File: src/rtl/doy_calc_sched.sv
// Round-robin front end that shares one day-of-year calculator between two requesters.
// Define DOY_SCHED_ERR_CHECK_EN to build the date validity check; otherwise respErr is tied 0.

module dayOfYrCalc #(
  parameter logic cal_select = 1'b0
) (
  input  logic [5:0]  dayOfMonth,
  input  logic [3:0]  month,
  input  logic [10:0] year,
  output logic [8:0]  dayOfYear
);
  logic        leap;
  logic [8:0]  cum;
  logic [10:0] r4, r100, r400;

  assign r4   = year % 11'd4;
  assign r100 = year % 11'd100;
  assign r400 = year % 11'd400;
  assign leap = cal_select ? (r4 == 11'd0)
                           : ((r4 == 11'd0) && ((r100 != 11'd0) || (r400 == 11'd0)));

  // Days before the month in a common year; months outside 1..12 contribute nothing.
  always_comb begin
    cum = 9'd0;
    case (month)
      4'd2:    cum = 9'd31;
      4'd3:    cum = 9'd59;
      4'd4:    cum = 9'd90;
      4'd5:    cum = 9'd120;
      4'd6:    cum = 9'd151;
      4'd7:    cum = 9'd181;
      4'd8:    cum = 9'd212;
      4'd9:    cum = 9'd243;
      4'd10:   cum = 9'd273;
      4'd11:   cum = 9'd304;
      4'd12:   cum = 9'd334;
      default: cum = 9'd0;
    endcase
  end

  assign dayOfYear = cum + {3'b000, dayOfMonth} + {8'b0, leap && (month > 4'd2)};
endmodule

module doy_calc_sched #(
  parameter logic cal_select = 1'b0
) (
  input  logic        clk,
  input  logic        rst_n,
  input  logic        req0Valid,
  output logic        req0Ready,
  input  logic [5:0]  req0DayOfMonth,
  input  logic [3:0]  req0Month,
  input  logic [10:0] req0Year,
  input  logic        req1Valid,
  output logic        req1Ready,
  input  logic [5:0]  req1DayOfMonth,
  input  logic [3:0]  req1Month,
  input  logic [10:0] req1Year,
  output logic        respValid,
  input  logic        respReady,
  output logic        respId,
  output logic        respErr,
  output logic [8:0]  dayOfYear
);
  typedef enum logic [1:0] {IDLE, CALC, RESP} state_t;
  typedef struct packed {
    logic [5:0]  day;
    logic [3:0]  month;
    logic [10:0] year;
  } date_t;

  state_t     state_q, state_d;
  date_t      opnd_q;
  logic       opId_q, lastGrant_q, gntId, hs;
  logic [8:0] calcDoy, resDoy;
  logic       resErr;

  // With both requesting, the one not served last wins.
  assign gntId = (req0Valid && req1Valid) ? ~lastGrant_q : req1Valid;

  always_comb begin
    state_d   = state_q;
    hs        = 1'b0;
    req0Ready = 1'b0;
    req1Ready = 1'b0;
    case (state_q)
      IDLE: if (req0Valid || req1Valid) begin
        hs        = 1'b1;
        req0Ready = ~gntId;
        req1Ready = gntId;
        state_d   = CALC;
      end
      CALC:    state_d = RESP;
      RESP:    if (respReady) state_d = IDLE;
      default: state_d = IDLE;
    endcase
  end

  always_ff @(posedge clk) begin
    if (!rst_n) state_q <= IDLE;
    else        state_q <= state_d;
  end

  always_ff @(posedge clk) begin
    if (!rst_n) begin
      opnd_q      <= '0;
      opId_q      <= 1'b0;
      lastGrant_q <= 1'b1;
      respValid   <= 1'b0;
      respId      <= 1'b0;
      respErr     <= 1'b0;
      dayOfYear   <= 9'd0;
    end else begin
      if (hs) begin
        opnd_q      <= gntId ? date_t'({req1DayOfMonth, req1Month, req1Year})
                             : date_t'({req0DayOfMonth, req0Month, req0Year});
        opId_q      <= gntId;
        lastGrant_q <= gntId;
      end
      if (state_q == CALC) begin
        respValid <= 1'b1;
        respId    <= opId_q;
        respErr   <= resErr;
        dayOfYear <= resDoy;
      end else if (state_q == RESP && respReady) begin
        respValid <= 1'b0;
      end
    end
  end

  dayOfYrCalc #(.cal_select(cal_select)) u_calc (
    .dayOfMonth (opnd_q.day),
    .month      (opnd_q.month),
    .year       (opnd_q.year),
    .dayOfYear  (calcDoy)
  );

`ifdef DOY_SCHED_ERR_CHECK_EN
  logic        chkLeap;
  logic [5:0]  dim;
  logic [10:0] c4, c100, c400;

  assign c4      = opnd_q.year % 11'd4;
  assign c100    = opnd_q.year % 11'd100;
  assign c400    = opnd_q.year % 11'd400;
  assign chkLeap = cal_select ? (c4 == 11'd0)
                              : ((c4 == 11'd0) && ((c100 != 11'd0) || (c400 == 11'd0)));

  always_comb begin
    dim = 6'd31;
    case (opnd_q.month)
      4'd2:                   dim = chkLeap ? 6'd29 : 6'd28;
      4'd4, 4'd6, 4'd9, 4'd11: dim = 6'd30;
      default:                dim = 6'd31;
    endcase
  end

  assign resErr = (opnd_q.month == 4'd0) || (opnd_q.month > 4'd12) ||
                  (opnd_q.day == 6'd0) || (opnd_q.day > dim);
  assign resDoy = resErr ? 9'd0 : calcDoy;
`else
  assign resErr = 1'b0;
  assign resDoy = calcDoy;
`endif
endmodule

File: config.mk
export PLATFORM = sky130hd
export DESIGN_NAME = doy_calc_sched
export DESIGN_NICKNAME = d
export VERILOG_FILES = /design/src/rtl/doy_calc_sched.sv
export SDC_FILE = /design/constraint.sdc
export NUM_CORES = 1
export LEC_CHECK = 0
export ABC_CLOCK_PERIOD_IN_PS = 5650
export BUFFER_PORTS_ARGS = -buffer_cell sky130_fd_sc_hd__buf_2
export CAP_MARGIN = 25
export CORE_ASPECT_RATIO = 0.7
export CORE_MARGIN = 5
export CORE_UTILIZATION = 55
export CTS_CLUSTER_SIZE = 14
export DETAILED_ROUTE_END_ITERATION = 12
export PLACE_DENSITY = 0.84
export SETUP_SLACK_MARGIN = 0.5
export SLEW_MARGIN = 20
export SYNTH_ARGS = -nofsm -noshare
export SYNTH_HDL_FRONTEND = slang
export SYNTH_SLANG_ARGS = --single-unit
File: constraint.sdc
create_clock -name clk -period 5.65 [get_ports clk]
set_input_delay 0.565 -clock clk [delete_from_list [all_inputs] [get_ports clk]]
set_output_delay 0.565 -clock clk [all_outputs]
set_load 0.005 [all_outputs]
==> results_dict.tcl <==
set metrics [dict create \
    status "finished clean" \
    tns_ps 0 \
    totalWireLength_um 7208 \
    yosysSeqAreaShare_pct 30.39 \
    ys.flop_type "dfxtp_1" \
    yosys.area.top_type_share_pct 30.39 \
    leakage_uw 0.001490 \
    cap_violations 0 \
    fin_crit_sh_pct 83.46 \
    drive_gt1_share_pct 23.89 \
    tritoncts_num_sinks 45 \
    rsz0062_at_grt "false" \
    cts_root_buf "clkbuf_8" \
    dp_hpwl_um 5368 \
    final_common_cell "buf_2" \
    setup_slack_ps 934.5 \
    ant_nets 0 \
    min_from "respId$_SDFFE_PN0P_" \
    dieArea_um2 6981 \
    gr-usage-all-layers_pct 20.82 \
    die_w_um 97.75 \
    synth_seq_cells 45 \
    postCtsHoldBufs 0 \
    arrival_ps 4930 \
    antenna_found_initial 0 \
    worstPathRequired_ps 5870 \
    crit_type "reg2reg" \
    yosys_warnings 0 \
    tritoncts "yes" \
    clk_latency_ps 300 \
    synth_edf_count 0 \
    fmax_mhz 212.1 \
    rrSetupSlack_ps 930 \
    ys_types 71 \
    netlist_area_um2 2964 \
    crit_start "opnd_q[7]$_SDFFE_PN0P_" \
    async_flop_share_pct 0 \
    end_kind "register" \
    dp_slack_ps 660.5 \
    grt_overflow_total 0 \
    period_minus_slack_ps 4715 \
    ir_worst_vdd_mv 0.1421 \
    maxSlewViolCount 0 \
    final_nets 467 \
    hp-class "reg2reg" \
    synth.avg_cell_area_um2 8.280 \
    synthTopCellsByArea "dfxtp_1 30%, mux2i_1 6.1%, ha_1 5.5%, nand2_1 4.9%, a211oi_1 4.8%" \
    setup_violations 0 \
    cts_buffers 5 \
    route.vias.total 2739 \
    grt_max_degree 33 \
    cp_max_fo 12 \
    htreeDepth 2 \
    placementRows 22 \
    synth_top_cell_by_area "dfxtp_1" \
    initial_core_util_pct 56.67 \
    first_global_vias 2634 \
    finalHoldViolations 0 \
    slew_headroom_pct 37.15 \
    critPathLaunchType "register" \
    clkTransAtPathRegs_ps 90 \
    grt_pass1_wl_um 12070 \
    core_area_um2 5230 \
    rr_startpoint "opnd_q[7]$_SDFFE_PN0P_" \
    power.density_nw_per_um2 306.1 \
    drtIter0Drc 117 \
    pin_count 61 \
    layout_common_cells "59 x buf_2, 42 x dfxtp_1, 39 x nand2_1" \
    drc_errors 0 \
    place_congestion 0.8986 \
    post_drt_wl_per_cell_um 15.08 \
    syn-num-nets 420 \
    die_h_um 71.42 \
    tightest_slew_ps 942.8 \
    n_antenna_cell 0 \
    synthToLayoutAreaGrowth_pct 13.42 \
    dr.pass1.iters 4 \
    ctsLongestPathBuffers 2 \
    place.port_buffers 59 \
    netlist_instances 358 \
    fin_skew_ps 5.102 \
    routed_via_density 5.730 \
]
routing by layer:
layer | vias to the layer above | part of all wire, % | global-route usage, %
met5 | - | 0 | 0
met4 | 0 | 1.4 | 5.684
met3 | 10 | 8.2 | 6.420
met2 | 112 | 44 | 30.98
met1 | 1254 | 46 | 29.28
li1 | 1363 | - | -
final cells by class:
| type | instances | area (um^2) |
|---|---|---|
| well taps | 72 | 90.09 |
| fillers | 442 | 1868 |
| clock inverters | 1 | 30.03 |
| flip-flops and latches | 45 | 904.6 |
| inverters | 19 | 71.32 |
| clock buffers | 7 | 86.33 |
| repair buffers | 63 | 332.8 |
| multi-input cells | 271 | 1847 |
where the power goes:
group	internal (uW)	switching [uW]	leakage, uW	total (uW)
clock	144	111	0.0000585	255
sequential	357	42.6	0.000373	399
combinational	162	213	0.00106	374
total	662	367	0.00149	1030
critical path, cell delays in order, from the launching register on:
cell and delay [ps]:
dfxtp_1 450, o211a_1 280, or3_4 350, a22oi_4 290
o31ai_4 140, a211oi_4 260, nand3_2 160, a32o_2 340
nor3b_1 140, o211ai_1 160, a31oi_1 110, fa_1 420
fa_1 410, nor2b_1 160, o21ai_0 100, nand2b_1 120
a21o_1 130, a21o_1 150, nand3_1 90, xor2_1 150
a211oi_1 220
worst paths after layout:
check	to	cells after the start
setup reg to reg	dayOfYear[8]$_SDFFE_PN0P_	20
hold reg to reg	respId$_SDFFE_PN0P_	2
hold / removal	respId$_SDFFE_PN0P_	2
setup / recovery	dayOfYear[8]$_SDFFE_PN0P_	20
state kept, by name (all words and copies together) (netlist names):
name         count
dayOfYear        9
opnd_q          21
opId_q           1
respValid        1
state_q          2
u_calc.cum       9
lastGrant_q      1
respId           1
logic make-up (layout without fill, tap and decap cells):
kind of cell	after synthesis	after routing	share of synthesized area (%)
AND/OR/NAND/NOR	115	115	17.98
AO/OA/AOI/OAI	113	113	28.45
flip-flops	45	45	30.39
buffers and inverters	42	90	7.429
multiplexers	18	18	6.078
adder cells (fa/ha/maj)	16	16	7.176
XOR/XNOR	8	8	2.364
other	1	1	0.1265
what timing repair did:
action / 4_1_cts / 5_1_grt
setup endpoints to repair: 0 / 3
setup buffers: 0 / 1
gates resized for setup: 0 / 5
synth_stat cells (3+ instances only):
cell type / instances
a211oi_1: 19
ha_1: 13
buf_6: 4
o211ai_1: 4
o21ai_1: 4
o21ai_0: 17
nand2_1: 39
nor2b_1: 4
o21a_1: 4
nor3_1: 6
buf_4: 3
dfxtp_1: 45
a22oi_1: 5
a21oi_1: 21
xnor2_1: 4
xor2_1: 4
nor2_1: 38
mux2i_1: 18
and2_1: 3
a21o_1: 4
a31oi_1: 3
nand3_1: 5
nand2b_1: 5
inv_1: 17
clkbuf_1: 12
o21bai_1: 3
stage by stage:
stage	area, um^2	instances	hold slack [ps]	total power, uW	utilization (%)
finish	3362	478	454.4	1029	64.28
global route	3362	478	482.7	1093	64.28
CTS	3328	475	454.2	1018	63.64
detailed placement	3212	467	443.1	765.9	61.41
global placement	3212	467	439.1	755.5	61.41
floorplan	2964	358	432.2	686.6	-
Power figures use the tool's default switching activity.
